===== config.mk =====
export PLATFORM = sky130hd
export DESIGN_NAME = pipe_ctrl
export DESIGN_NICKNAME = d
export VERILOG_FILES = /design/src/rtl/pipe_ctrl_pkg.sv /design/src/rtl/load_use_detect.sv /design/src/rtl/pipe_ctrl.sv
export SDC_FILE = /design/constraint.sdc
export NUM_CORES = 1
export LEC_CHECK = 0
export BUFFER_PORTS_ARGS = -buffer_cell sky130_fd_sc_hd__buf_4
export CAP_MARGIN = 20
export CORE_MARGIN = 8
export CORE_UTILIZATION = 50
export DETAILED_ROUTE_END_ITERATION = 10
export GPL_TIMING_DRIVEN = 0
export PLACE_DENSITY = 0.81
export SETUP_SLACK_MARGIN = 0.02
export SLEW_MARGIN = 20
export SYNTH_ARGS = -nofsm -noshare
export SYNTH_HDL_FRONTEND = slang
export SYNTH_SLANG_ARGS = --single-unit

===== constraint.sdc =====
create_clock -name clk -period 2.6 [get_ports clk]
set_clock_uncertainty 0.1 [all_clocks]
set_input_delay 0.13 -clock clk [delete_from_list [all_inputs] [get_ports clk]]
set_output_delay 0.13 -clock clk [all_outputs]
set_load 0.03 [all_outputs]

===== src/rtl/pipe_ctrl_pkg.sv =====
// Shared types and helpers for the pipeline hazard controller.
package pipe_ctrl_pkg;

  typedef enum logic [1:0] {
    RUN     = 2'd0,
    FLUSH   = 2'd1,
    MC_WAIT = 2'd2
  } state_e;

  localparam int CNT_W = 32;

  // Increment that sticks at all-ones instead of wrapping.
  function automatic logic [CNT_W-1:0] sat_inc(input logic [CNT_W-1:0] v, input logic en);
    return (en && (v != '1)) ? v + CNT_W'(1) : v;
  endfunction

endpackage


===== src/rtl/load_use_detect.sv =====
// Combinational load-use comparator: decode reads a register that the load in execute writes.
module load_use_detect (
  input  logic [4:0] rs1_addr,
  input  logic [4:0] rs2_addr,
  input  logic       rs1_ren,
  input  logic       rs2_ren,
  input  logic [4:0] rd_addr,
  input  logic       mem_read,
  output logic       hazard
);

  logic rs1_hit;
  logic rs2_hit;

  assign rs1_hit = rs1_ren && (rs1_addr == rd_addr);
  assign rs2_hit = rs2_ren && (rs2_addr == rd_addr);
  // x0 is never written, so a load targeting it cannot create a dependency.
  assign hazard  = mem_read && (rd_addr != 5'd0) && (rs1_hit || rs2_hit);

endmodule


===== src/rtl/pipe_ctrl.sv =====
// Stall / bubble / flush sequencer for the 5-stage core: load-use, taken-branch squash
// and multi-cycle execute freeze with a watchdog.
module pipe_ctrl
  import pipe_ctrl_pkg::*;
#(
  parameter int FLUSH_CYCLES = 2,
  parameter int MC_TIMEOUT   = 64
) (
  input  logic             clk,
  input  logic             rst,
  input  logic [4:0]       id__rs1_addr,
  input  logic [4:0]       id__rs2_addr,
  input  logic             id__rs1_ren,
  input  logic             id__rs2_ren,
  input  logic [4:0]       id_ex__rd_addr,
  input  logic             id_ex__mem_read,
  input  logic             id_ex__mc_op,
  input  logic             ex__branch_taken,
  input  logic             mc_done,
  output logic             pc_stall,
  output logic             if_id_stall,
  output logic             id_ex_stall,
  output logic             id_ex_bubble,
  output logic             ex_mb_bubble,
  output logic             pipe_flush,
  output logic             mc_start,
  output logic             mc_timeout,
  output logic [CNT_W-1:0] stall_count,
  output logic [CNT_W-1:0] flush_count
);

  localparam int FCW = (FLUSH_CYCLES > 1) ? $clog2(FLUSH_CYCLES) : 1;
  localparam int WDW = $clog2(MC_TIMEOUT + 1);
  localparam logic [FCW-1:0] FLUSH_LOAD = FCW'(FLUSH_CYCLES - 1);
  localparam logic [WDW-1:0] WD_LIMIT   = WDW'(MC_TIMEOUT);

  state_e           state_q, state_d;
  logic [FCW-1:0]   flush_cnt_q, flush_cnt_d;
  logic [WDW-1:0]   wd_q, wd_d;
  logic             timeout_q, timeout_d;
  logic [CNT_W-1:0] stall_count_q, flush_count_q;
  logic             hazard;
  logic             mc_release;

  load_use_detect u_load_use_detect (
    .rs1_addr (id__rs1_addr),
    .rs2_addr (id__rs2_addr),
    .rs1_ren  (id__rs1_ren),
    .rs2_ren  (id__rs2_ren),
    .rd_addr  (id_ex__rd_addr),
    .mem_read (id_ex__mem_read),
    .hazard   (hazard)
  );

  // Done wins over the watchdog when both land in the same cycle.
  assign mc_release = mc_done || (wd_q == WD_LIMIT);

  always_ff @(posedge clk or posedge rst) begin
    if (rst) begin
      state_q     <= RUN;
      flush_cnt_q <= '0;
      wd_q        <= '0;
      timeout_q   <= 1'b0;
    end else begin
      state_q     <= state_d;
      flush_cnt_q <= flush_cnt_d;
      wd_q        <= wd_d;
      timeout_q   <= timeout_d;
    end
  end

  always_comb begin
    state_d     = state_q;
    flush_cnt_d = flush_cnt_q;
    wd_d        = wd_q;
    timeout_d   = timeout_q;
    case (state_q)
      RUN: begin
        if (ex__branch_taken) begin
          flush_cnt_d = FLUSH_LOAD;
          if (FLUSH_CYCLES > 1) state_d = FLUSH;
        end else if (id_ex__mc_op) begin
          wd_d    = '0;
          state_d = MC_WAIT;
        end
      end
      FLUSH: begin
        flush_cnt_d = flush_cnt_q - 1'b1;
        if (flush_cnt_q <= FCW'(1)) state_d = RUN;
      end
      MC_WAIT: begin
        if (mc_done) begin
          state_d = RUN;
        end else if (wd_q == WD_LIMIT) begin
          state_d   = RUN;
          timeout_d = 1'b1;
        end else begin
          wd_d = wd_q + 1'b1;
        end
      end
      default: state_d = RUN;
    endcase
  end

  always_comb begin
    pc_stall     = 1'b0;
    if_id_stall  = 1'b0;
    id_ex_stall  = 1'b0;
    id_ex_bubble = 1'b0;
    ex_mb_bubble = 1'b0;
    pipe_flush   = 1'b0;
    mc_start     = 1'b0;
    if (!rst) begin
      case (state_q)
        RUN: begin
          if (ex__branch_taken) begin
            pipe_flush = 1'b1;
          end else if (id_ex__mc_op) begin
            mc_start     = 1'b1;
            pc_stall     = 1'b1;
            if_id_stall  = 1'b1;
            id_ex_stall  = 1'b1;
            ex_mb_bubble = 1'b1;
          end else if (hazard) begin
            pc_stall     = 1'b1;
            if_id_stall  = 1'b1;
            id_ex_bubble = 1'b1;
          end
        end
        FLUSH: pipe_flush = 1'b1;
        MC_WAIT: begin
          // The release cycle drops every hold so EX/MB captures the result.
          if (!mc_release) begin
            pc_stall     = 1'b1;
            if_id_stall  = 1'b1;
            id_ex_stall  = 1'b1;
            ex_mb_bubble = 1'b1;
          end
        end
        default: ;
      endcase
    end
  end

  always_ff @(posedge clk or posedge rst) begin
    if (rst) begin
      stall_count_q <= '0;
      flush_count_q <= '0;
    end else begin
      stall_count_q <= sat_inc(stall_count_q, pc_stall);
      flush_count_q <= sat_inc(flush_count_q, pipe_flush);
    end
  end

  assign mc_timeout  = timeout_q;
  assign stall_count = stall_count_q;
  assign flush_count = flush_count_q;

endmodule


* After elaboration in Yosys (flattened, before gate mapping) *
Cells that the tools add are included.
W data, S select, Z words.

storage, ports and cells
  memories kept = 0
  RAM bits = 0
  bits in latches = 0
  bits of input ports = 23
  memory bits (read-only) = 0
  flip-flop bits (word level) = 75
  logic and storage cells = 75

cells by class
  divide/modulo/power cells = 0
  muxes and demuxes = 32
  shift-type cells = 0
  reduce and logical (&&, ||, !) cells = 16
  multiply operators = 0
  equal/unequal tests = 15
  bitwise logic cells = 1
  add/subtract/negate cells = 4
  magnitude comparators = 1

operators by type and width
  kind                     number
  $add A32 B1 Y32 const B  2
  $ne A32 B32 Y1 const B   2
  $mux W7                  4
  $mux W1                  17
  $pmux W7 S2              1
  $ne A2 B2 Y1 const B     6
  $eq A5 B5 Y1             2
  $mux W2                  5
  $pmux W1 S2              4
  $add A7 B1 Y7 const B    1
  $eq A7 B7 Y1 const B     1
  $logic_and A1 B1 Y1      6
  $ne A3 B3 Y1 const B     2
  $pmux W2 S3              1
  $reduce_and A3 Y1        2
  $reduce_and A5 Y1        1
  $reduce_bool A5 Y1       1
  $reduce_bool A2 Y1       2
  $eq A2 B1 Y1 const B     1
  $eq A2 B2 Y1 const B     1
  $logic_not A2 Y1         1
  $logic_or A1 B1 Y1       2
  $reduce_and A2 Y1        1
  $le A1 B1 Y1 const B     1
  other kinds (2)          2

* Depth between registers and ports, before layout *
  depth after elaboration = 10
  mapped depth = 8

* Modules after synthesis *
Synthesis repeated with hierarchy kept, for this count alone.

second synthesis, totals
  cells, all modules = 387
  area total of the unflattened synthesis = 3876.2 um^2

by module, submodules not included
  module           cells an instance  instances  area an instance (um^2)
  pipe_ctrl        370                1          3742.3
  load_use_detect  17                 1          133.9

* Worst setup path before layout *
OpenSTA, ideal clock, no wires.

  path kind = reg2reg
  from = reg state_q[1]
  to = reg stall_count_q[30], in the netlist stall_count[30]
  buffers on the path = 0
  period minus slack after synthesis = 2.443 ns
  arrival = 2.208 ns
  required time = 2.365 ns
  setup slack = 0.157 ns
  cell stages (with the launch flop) = 7
  cell sequence = dfrtp_1 nor4b_4 and2_1 a41o_2 a21oi_2 or4b_4 xnor2_2

on the way
  longest elaborated chain between the ends = 4
  elaborated cells between the ends (all ways) = 5

ends and longest elaborated chain
  element                                                  line                 text
  from (decl)                                              pipe_ctrl.sv:37      state_e state_q, state_d;
  from (signal assigned)                                   pipe_ctrl.sv:65      state_q <= state_d;
  $eq A2 B2 Y1 / $logic_not A2 Y1 (equally long branches)  pipe_ctrl.sv:114     case (state_q)
  $pmux W1 S2 *                                            pipe_ctrl.sv:114
  $mux W1 *                                                pipe_ctrl.sv:113     if (!rst) begin
  $logic_and A1 B1 Y1 *                                    pipe_ctrl_pkg.sv:14  return (en && (v != '1)) ? v + CNT_W'(1) : v;
  to (signal assigned)                                     pipe_ctrl.sv:150     stall_count_q <= sat_inc(stall_count_q, pc_stall);
  to (decl)                                                pipe_ctrl.sv:41      logic [CNT_W-1:0] stall_count_q, flush_count_q;

Every way passes the cells marked *; elsewhere a longest branch is shown, timed or not.
A chain may end at the register's enable or synchronous reset.

* Final worst setup path *
  from = reg wd_q[4]
  to = out pc_stall

on the way
  longest elaborated chain between the ends = 5

ends and longest elaborated chain
  element                 line              text
  from (decl)             pipe_ctrl.sv:39   logic [WDW-1:0] wd_q, wd_d;
  from (signal assigned)  pipe_ctrl.sv:67   wd_q <= wd_d;
  $eq A7 B7 Y1            pipe_ctrl.sv:56   assign mc_release = mc_done || (wd_q == WD_LIMIT);
  $logic_or A1 B1 Y1      pipe_ctrl.sv:56
  $mux W1                 pipe_ctrl.sv:133  if (!mc_release) begin
  $pmux W1 S2             pipe_ctrl.sv:114
  $mux W1                 pipe_ctrl.sv:113
  to (decl)               pipe_ctrl.sv:20   output logic pc_stall,

No other way between the ends.

==> results.toml <==
[grt]
antenna_found_initial = 0
grt_pass1_vias = 3248
grt_max_degree = 51
grt_remaining_overflow = 0
grt_usage_pct = 18.2
grt_pass1_wl_um = 15200

[clock_tree]
clock_latency_ns = 0.34
htreeDepth = 3
clk_pin_slew_ns = 0.07
cts_buffer_depth = 2
cts.root.buffer_cell = "clkbuf_8"
cts_tree = "built"
cts_sinks = 74
cts_made_buffers = 9

[drt]
drc = 0
vias = 3124
wl_um = 9150
via_per_inst = 5.36
ant_nets = 0
wire_per_inst_um = 15.7
drt_pre_antenna_iters = 4
drt_iter0_drc = 78

[final_layout]
synthToLayoutAreaGrowth_pct = 29.9
postLayoutCellArea_mm2 = 0.00494
drive_gt1_share_pct = 28.9
antenna_cells = 0
layout.nets = 503

[worst_setup_path]
path_class = "register to output pin"
worstPathRequired_ns = 2.37
crit_chain = "nor4_2 -> nand3_1 -> a41o_2 -> a21oi_4 -> buf_6 -> inv_1 -> buf_4 -> buf_4"
crit_family = "compound AO/OA/AOI/OAI gates"
worst-path-max-fanout = 10
crit_buf_inv = 4
setup.worst_path.start_class = "register"
endpoint_kind = "output pin"
crit_arrival_ns = 2.26
critical_path.slowest_cell = "dfrtp_2"
cpMostUsedCell = "buf_4"
critical-path-max-stage-delay_ns = 0.44

[floorplanning]
chipHeight_um = 103
die_area_mm2 = 0.0107
core_area_mm2 = 0.00757
die_w_um = 103
initial_utilization_pct = 50.3
row_count = 32
io_pins = 95

[logic_synthesis]
yosys.area.top_type_share_pct = 48.7
yosys_warnings = 0
yosys.area.top_type = "dfrtp_1"
synth-seq-cells = 74
synth_area_leaders = "dfrtp_1, xor2_1, xnor2_1"
synth.yosys.seq_area_share_pct = 48.7
synth_edf_count = 0
ys_async_sr_fraction_pct = 100
avgSynthCellArea_um2 = 10.4
yosysUniqueCellTypes = 47
synthesis.area_mm2 = 0.00380
synth_nets = 394
yosys_most_used_dff = "dfrtp_1"
postSynthCellCount = 367

[sta]
worst_pin_slew_ns = 0.703
period_needed_ns = 2.49
finalHoldViolCount = 0
fin_crit_sh_pct = 95.8
grt_setup_unrepaired = "true"
holdWs_ns = 0.0794
slew_headroom_pct = 52.8
finalSetupViolCount = 0
max_freq_ghz = 0.401
slew_viol_final = 0

[min_path]
hold_class = "primary input to register"

[pwr]
p_total_mw = 3.10
ir_worst_vdd_uv = 496
p_leak_nw = 2.43
power_density_mw_per_mm2 = 627

[placement]
io_buffers = 94
placedInstanceArea_mm2 = 0.00467
gp_congestion = 0.823
place_hpwl_um = 6830

[flow_run]
maxCapViolCount = 0

[run_status]
status = "finished clean"
[per-layer routing]
layer | vias to the layer above | wire length, µm | share of wire (%) | track usage, %
met2 | 80 | 4650 | 51 | 31.8
met1 | 1529 | 3760 | 41 | 20.8
met3 | 13 | 611 | 6.7 | 5.82
met5 | - | 0 | 0 | 0
li1 | 1502 | - | - | -
met4 | 0 | 129 | 1.4 | 5.67
[stage by stage]
step	worst slack (ns)	std cells	util [%]	setup TNS, ns
after floorplan	0.157	367	-	0
after global placement	-0.385	563	61.3	-28.25
after detailed placement	0.127	564	61.7	0
after CTS	0.0729	583	65.2	0
after global routing	-0.0121	583	65.3	-0.0121
final	0.108	583	65.3	0
[cell type report]
class	count	area [µm²]
buffer	11	72.6
clock buffer	11	141
clock inverter	5	77.6
fill	608	2630
inverter	10	40.0
multi-input combinational	272	1870
sequential	74	1850
tap	102	128
timing repair buffer	98	761
[placed cells by master, fill, tap and decap left out, types with 2 or more instances in the layout]
cell type,instances
inv_1,9
xor2_1,38
nand3_1,23
buf_4,97
nand4_1,15
o21ai_0,2
a21oi_1,2
bufinv_16,2
clkbuf_1,4
and2_1,4
clkinv_2,2
dlygate4sd3_1,2
and3_1,15
ha_1,4
and4_1,6
xnor2_1,35
clkbuf_8,10
nor3_1,19
nor4_2,3
nor2_1,23
buf_6,2
dfrtp_1,73
nor4b_2,3
clkbuf_4,2
nor3b_1,2
nor4_1,12
mux2_2,2
or3_1,2
nand2_1,41
[worst reg2reg max path, stage by stage (launching register included)]
cell     delay (ns)
dfrtp_1        0.48
nor4b_4        0.51
and2_1         0.21
a41o_2         0.17
a21oi_4        0.06
buf_4          0.17
buf_6          0.14
nor4_1         0.37
xor2_1         0.19
[cell families after synthesis]
family / share of synthesized area, %
and+or+nand+nor: 26.8
AOI/OAI and AO/OA: 2.80
adders and majority gates: 1.32
muxes: 0.592
buffers and inverters: 2.60
xor gates and xnor gates: 17.2
DFF: 48.7
[report_power, final]
part / switching (mW) / internal (mW)
clock network: 0.416 / 0.564
logic: 0.426 / 0.286
registers: 0.151 / 1.26
[path summary, 6_finish.rpt]
path                                   endpoint  cells after the start  slack (ns)       startpoint
worst max-delay path                   pc_stall                      8        0.11          wd_q[4]
worst min-delay path                 mc_timeout                      3        0.08          mc_done
worst max register to register  stall_count[31]                      8        0.13       state_q[1]
worst min register to register  stall_count[20]                      1        0.38  stall_count[20]
max in group asynchronous        stall_count[7]                      4        1.61              rst
min in group asynchronous            state_q[0]                      3        0.24              rst
[state kept, by name, summed over array words and instances (netlist names)]
signal	count
mc_timeout	1
flush_count	32
wd_q	7
stall_count	32
state_q	2
[synth_stat cells (2+ instances only)]
cell	number
dfrtp_1	74
nand2_1	41
xor2_1	38
xnor2_1	35
nand3_1	23
nor2_1	23
nor3_1	19
and3_1	15
nand4_1	15
nor4_1	13
inv_1	10
and4_1	6
and2_1	4
buf_2	4
ha_1	4
clkbuf_1	3
nor4b_2	3
a21oi_1	2
buf_4	2
mux2_2	2
nor3b_1	2
nor4_2	2
o21ai_0	2
or3_1	2
[repair_timing]
item	in CTS	in global routing
endpoints found under the hold margin	28	0
setup endpoints to repair	2	13
pin swaps	0	1
gates resized for setup	4	3
buffers inserted	1	0
hold buffers	2	0
Power figures use the tool's default switching activity.
